File: config.mk
export PLATFORM = sky130hd
export DESIGN_NAME = alu_op_sequencer
export DESIGN_NICKNAME = d
export VERILOG_FILES = /design/src/rtl/alu_pkg.sv /design/src/rtl/op_onehot_dec.sv /design/src/rtl/alu_op_sequencer.sv
export SDC_FILE = /design/constraint.sdc
export NUM_CORES = 1
export LEC_CHECK = 0
export CORE_ASPECT_RATIO = 0.8
export CORE_MARGIN = 2
export CORE_UTILIZATION = 30
export DETAILED_ROUTE_END_ITERATION = 6
export PLACE_DENSITY = 0.58
export SLEW_MARGIN = 20
export SYNTH_ARGS = -nofsm -noshare
export SYNTH_HDL_FRONTEND = slang
export SYNTH_SLANG_ARGS = --single-unit
File: constraint.sdc
create_clock -name clk -period 1.8 [get_ports clk]
set_input_delay 0.27 -clock clk [delete_from_list [all_inputs] [get_ports clk]]
set_output_delay 0.27 -clock clk [all_outputs]
set_load 0.1 [all_outputs]
File: src/rtl/alu_pkg.sv
// alu_pkg: shared ALU widths, op indices, sequencer states and the wide-op helper
package alu_pkg;
  localparam int BITS = 32;
  localparam int SIG_COUNT = 13;
  localparam logic [3:0] OP_ADD = 4'd0;
  localparam logic [3:0] OP_SUB = 4'd1;
  localparam logic [3:0] OP_MUL = 4'd2;
  localparam logic [3:0] OP_DIV = 4'd3;
  localparam logic [3:0] OP_AND = 4'd4;
  localparam logic [3:0] OP_OR = 4'd5;
  localparam logic [3:0] OP_SHR = 4'd6;
  localparam logic [3:0] OP_SHRA = 4'd7;
  localparam logic [3:0] OP_SHL = 4'd8;
  localparam logic [3:0] OP_ROR = 4'd9;
  localparam logic [3:0] OP_ROL = 4'd10;
  localparam logic [3:0] OP_NEG = 4'd11;
  localparam logic [3:0] OP_NOT = 4'd12;
  typedef enum logic [1:0] {IDLE, EXEC, SEND_LO, SEND_HI} state_t;
  // MUL and DIV fill both halves of Z, so they return two words
  function automatic logic is_wide(input logic [3:0] op);
    return op == OP_MUL || op == OP_DIV;
  endfunction
endpackage

File: src/rtl/op_onehot_dec.sv
// op_onehot_dec: 4-bit op index to one-hot ALU control plus legality flag
//   op     in  4  encoded op index
//   onehot out N  1<<op when legal, else all-zero
//   legal  out 1  op < N
module op_onehot_dec #(
  parameter int N = alu_pkg::SIG_COUNT
) (
  input  logic [3:0]   op,
  output logic [N-1:0] onehot,
  output logic         legal
);
  assign legal = int'(op) < N;
  assign onehot = legal ? N'(1) << op : '0;
endmodule

File: src/rtl/alu_op_sequencer.sv
// alu_op_sequencer: drives one ALU op, captures its 64-bit result and streams it out as 32-bit words
//   clk, clr (async active-low reset)
//   req_valid/req_ready/req_op/req_x/req_y  request side
//   alu_ctrl/alu_x/alu_y/alu_result         ALU interface (result is combinational)
//   out_valid/out_ready/out_data/out_hi/out_last  result word stream
//   err_illegal                              one-cycle pulse for an accepted out-of-range op
module alu_op_sequencer #(
  parameter int BITS = alu_pkg::BITS,
  parameter int SIG_COUNT = alu_pkg::SIG_COUNT
) (
  input  logic                 clk,
  input  logic                 clr,
  input  logic                 req_valid,
  output logic                 req_ready,
  input  logic [3:0]           req_op,
  input  logic [BITS-1:0]      req_x,
  input  logic [BITS-1:0]      req_y,
  output logic [SIG_COUNT-1:0] alu_ctrl,
  output logic [BITS-1:0]      alu_x,
  output logic [BITS-1:0]      alu_y,
  input  logic [2*BITS-1:0]    alu_result,
  output logic                 out_valid,
  input  logic                 out_ready,
  output logic [BITS-1:0]      out_data,
  output logic                 out_hi,
  output logic                 out_last,
  output logic                 err_illegal
);
  import alu_pkg::*;
  state_t state;
  logic [SIG_COUNT-1:0] onehot;
  logic legal;
  logic wide;
  logic xfer;
  logic [2*BITS-1:0] z;
  op_onehot_dec #(.N(SIG_COUNT)) u_dec (
    .op(req_op),
    .onehot(onehot),
    .legal(legal)
  );
  assign req_ready = state == IDLE;
  assign xfer = out_valid && out_ready;
  // alu_ctrl is loaded on acceptance so it is live for exactly the EXEC cycle;
  // the low word is loaded straight from alu_result so it is valid on entry to SEND_LO
  always_ff @(posedge clk or negedge clr)
    if (!clr) begin
      state <= IDLE;
      alu_ctrl <= '0;
      alu_x <= '0;
      alu_y <= '0;
      wide <= 1'b0;
      z <= '0;
      out_valid <= 1'b0;
      out_data <= '0;
      out_hi <= 1'b0;
      out_last <= 1'b0;
      err_illegal <= 1'b0;
    end else begin
      err_illegal <= 1'b0;
      case (state)
        IDLE: if (req_valid) begin
          alu_x <= req_x;
          alu_y <= req_y;
          wide <= is_wide(req_op);
          alu_ctrl <= onehot;
          err_illegal <= !legal;
          if (legal) state <= EXEC;
        end
        EXEC: begin
          alu_ctrl <= '0;
          z <= alu_result;
          out_data <= alu_result[BITS-1:0];
          out_hi <= 1'b0;
          out_last <= !wide;
          out_valid <= 1'b1;
          state <= SEND_LO;
        end
        SEND_LO: if (xfer) begin
          if (wide) begin
            out_data <= z[2*BITS-1:BITS];
            out_hi <= 1'b1;
            out_last <= 1'b1;
            state <= SEND_HI;
          end else begin
            out_valid <= 1'b0;
            out_last <= 1'b0;
            state <= IDLE;
          end
        end
        SEND_HI: if (xfer) begin
          out_valid <= 1'b0;
          out_hi <= 1'b0;
          out_last <= 1'b0;
          state <= IDLE;
        end
        default: state <= IDLE;
      endcase
    end
endmodule

==> results.md <==
Layout:
- The number of standard cells in the layout, taps in and fillers out is 1033.
- The area growth from synthesis to layout is 58.9%.
- The most frequent standard cell in the layout excluding fill and tap cells is dfrtp_1.
- The post-route netlist has 31.5% of its cells at a drive strength greater than 1.
- After the last flow step, the layout net total stands at 898.
- 0 antenna diodes ended up in the layout.
- In the layout the commonest cells are dfrtp_1 (147), clkdlybuf4s50_1 (134), nand2_1 (115), buf_4 (109), mux2_2 (64).

Critical path:
- The number of buffers and inverters on the critical path is 2.
- The worst reg-to-reg path cell count is 4.
- The kind of end point of the critical path is a primary output.
- Among all stages on the critical path, the largest delay is contributed by dfrtp_1.
- The cell family contributing the most delay on the critical path is flip-flops.
- Data on the critical path is required at its endpoint by 1.53 ns.
- The signal on the critical path passes through buf_4, nor2_2, buf_12.
- The maximum cell stage delay along the critical path is 0.40 ns.
- The startpoint class of the critical path is a register.
- The arrival time of the worst setup path is 1.36 ns.
- The total number of cells along the worst setup path is 3.
- The critical path is of the register to primary output type.
- The top fanout value on the critical path is 10.

CTS:
- For the worst-skew pair, the clock arrives at the later sink with an insertion delay of 0.42 ns.
- Buffers added to address setup during post-CTS repair amount to 0.
- The sink count of the clock tree is 148.
- The number of buffers created by CTS is 17.
- Clock-pin slew was measured on the worst setup and hold paths at 0.06 ns.
- In this run the number of H-tree levels came out at 4.
- In this run the deepest clock path goes through 2 buffers.
- The buffer type at the clock tree root is clkbuf_16.
- The CTS tree is yes.

Yosys:
- The post-synthesis cell type with the largest combined area is dfrtp_1.
- Of the post-synthesis cell area, the dominant cell type holds 62.5%.
- After synthesis the cells add up to 5930 sq um.
- The count of unique library cells instantiated by Yosys is 29.
- The share of the yosys chip area belonging to registers is 62.5%.
- Counting every net in the synthesized netlist gives 640.
- Ranked by total cell area, the synthesized netlist is headed by dfrtp_1 (62%), mux2_2 (12%), nand2_1 (7.3%), o32ai_1 (4.7%), a21oi_1 (2.7%).
- The synthesized instance count is 504.
- After synthesis the netlist holds a flip-flop and latch count of 148.
- For this run, the number of Yosys warnings is 0.
- A synthesized cell averages 11.8 sq um.

Drt:
- In this run the remaining antenna-violating nets after routing total 0.
- Dividing the detail-routed wire length by the instance count gives 16.6 um.
- The detailed-routing iteration count for the pre-antenna-repair pass is 4.
- Using the TritonRoute via totals, the vias-per-cell ratio works out to 4.60.
- Wires add up to 17100 um.
- The total via count in the routed design is 4749.
- The number of DRC markers in iteration 0 is 245.
- In the routed design, unresolved DRC markers number 0.

Die:
- The horizontal die dimension is 161 um.
- Measured along the y axis, the die boundary spans 130 um.
- The number of cell rows is 45.
- The overall die area is 20900 sq um.
- The initial standard-cell utilization of the core is 31.0%.
- During I/O placement, the number of pins put on the boundary was 250.
- In this run the standard cell core region covers 19100 sq um.

Placement:
- The last weighted congestion value of the routability-driven placer is 0.822.
- The number of buffer cells added on primary ports is 249.
- The cell total after placement is 1000.
- The wire-length estimate of the detail-placed layout is 12500 um.

STA:
- The achievable clock frequency is 0.615 GHz.
- The clock period could shrink to 1.63 ns.
- For the pin with the worst max-slew slack, the measured transition is 0.818 ns.
- Setup violations remaining at the end of the flow were counted as 0.
- The relative max-transition margin is 45.3%.
- Across all hold checks on the routed design, the worst slack comes to 0.356 ns.
- The number of pins with negative max-slew slack in the final report is 0.
- The final-report hold violation count is 0.
- Setup repair after global routing left no endpoint under its margin.
- For the final database, setup skew stands at 0.00725 ns.
- After layout, the worst path uses 90.4% of the clock period.

Worst hold path:
- The path type of the worst min-delay path is primary input to async pin.

GRT:
- The via count of the first global-routing pass came to 4930.
- The largest net degree at the start of global routing is 67.
- The first global-routing pass estimated 26900 um of wire.
- The total congestion overflow is 0.
- The number of antenna violations at the first check in global routing is 0.
- The combined global-route utilization of all metal layers is 16.6%.

Status:
- The flow ran to the end, and the final reports show no timing, DRC or antenna violations.

Run:
- Across the run, the number of max-cap violations was 0.
[synth_stat cells, drive strengths merged]
master / count
clkbuf: 6
nand4: 1
buf: 29
o311ai: 1
a32o: 1
and3: 1
nand2: 115
nor3b: 2
nand3: 5
o21bai: 1
nand3b: 2
o21ai: 15
nand2b: 4
a21oi: 32
o32ai: 32
dfrtp: 148
nor2: 37
a21boi: 1
inv: 2
mux2: 64
o2bb2ai: 1
o31ai: 2
nor2b: 2
[final timing paths]
path,startpoint,end,slack [ns]
setup / recovery,state[0],req_ready,0.17
hold / removal,clr,alu_x[3],0.36
setup reg to reg,state[0],alu_ctrl[2],0.22
hold reg to reg,z[44],z[44],0.47
max in group asynchronous,clr,out_data[28],0.86
min in group clk,alu_result[38],z[38],0.38
[stage by stage]
step / util (%) / setup WS, ns / area (sq um) / TNS (ns)
global route: 49.2 / 0.0183 / 9420 / 0
floorplan: - / 0.191 / 5930 / 0
finish: 49.2 / 0.173 / 9420 / 0
detailed placement: 46.0 / -0.0852 / 8810 / -2.97
CTS: 49.2 / 0.143 / 9420 / 0
global placement: 46.0 / -0.0454 / 8810 / -0.850
[state kept, by name (all words and copies together), names as in the netlist]
| name | cells |
|---|---|
| out_hi | 1 |
| state | 2 |
| err_illegal | 1 |
| z | 32 |
| out_last | 1 |
| out_valid | 1 |
| alu_x | 32 |
| alu_y | 32 |
| wide | 1 |
| alu_ctrl | 13 |
| out_data | 32 |
[metal layers]
metal | wire, um | track usage [%]
met1 | 7470 | 20.5
met2 | 8200 | 27.8
met3 | 1280 | 5.91
met4 | 181 | 4.52
met5 | 0 | 0
[final cells by class]
class | count | area, sq um
inverter | 2 | 7.51
timing repair buffer | 274 | 2760
tap | 258 | 323
clock inverter | 13 | 148
clock buffer | 19 | 453
fill | 1752 | 9730
multi-input combinational | 319 | 2020
sequential | 148 | 3700
[cell families (layout without fill, tap and decap cells)]
group	Yosys count	count (layout)	share of synthesized area [%]
and+or+nand+nor	169	169	11.8
DFF	148	148	62.5
AOI/OAI and AO/OA	86	86	9.84
muxes	64	64	12.2
buffers and inverters	37	308	3.76
[timing repair]
item,CTS,global route
hold buffers,1,0
resized for setup,0,0
endpoints found under the hold margin,39,0
Power is left out: the tool's default activity adds up to more than one toggle a clock period on the data nets, which glitch-free logic cannot reach.
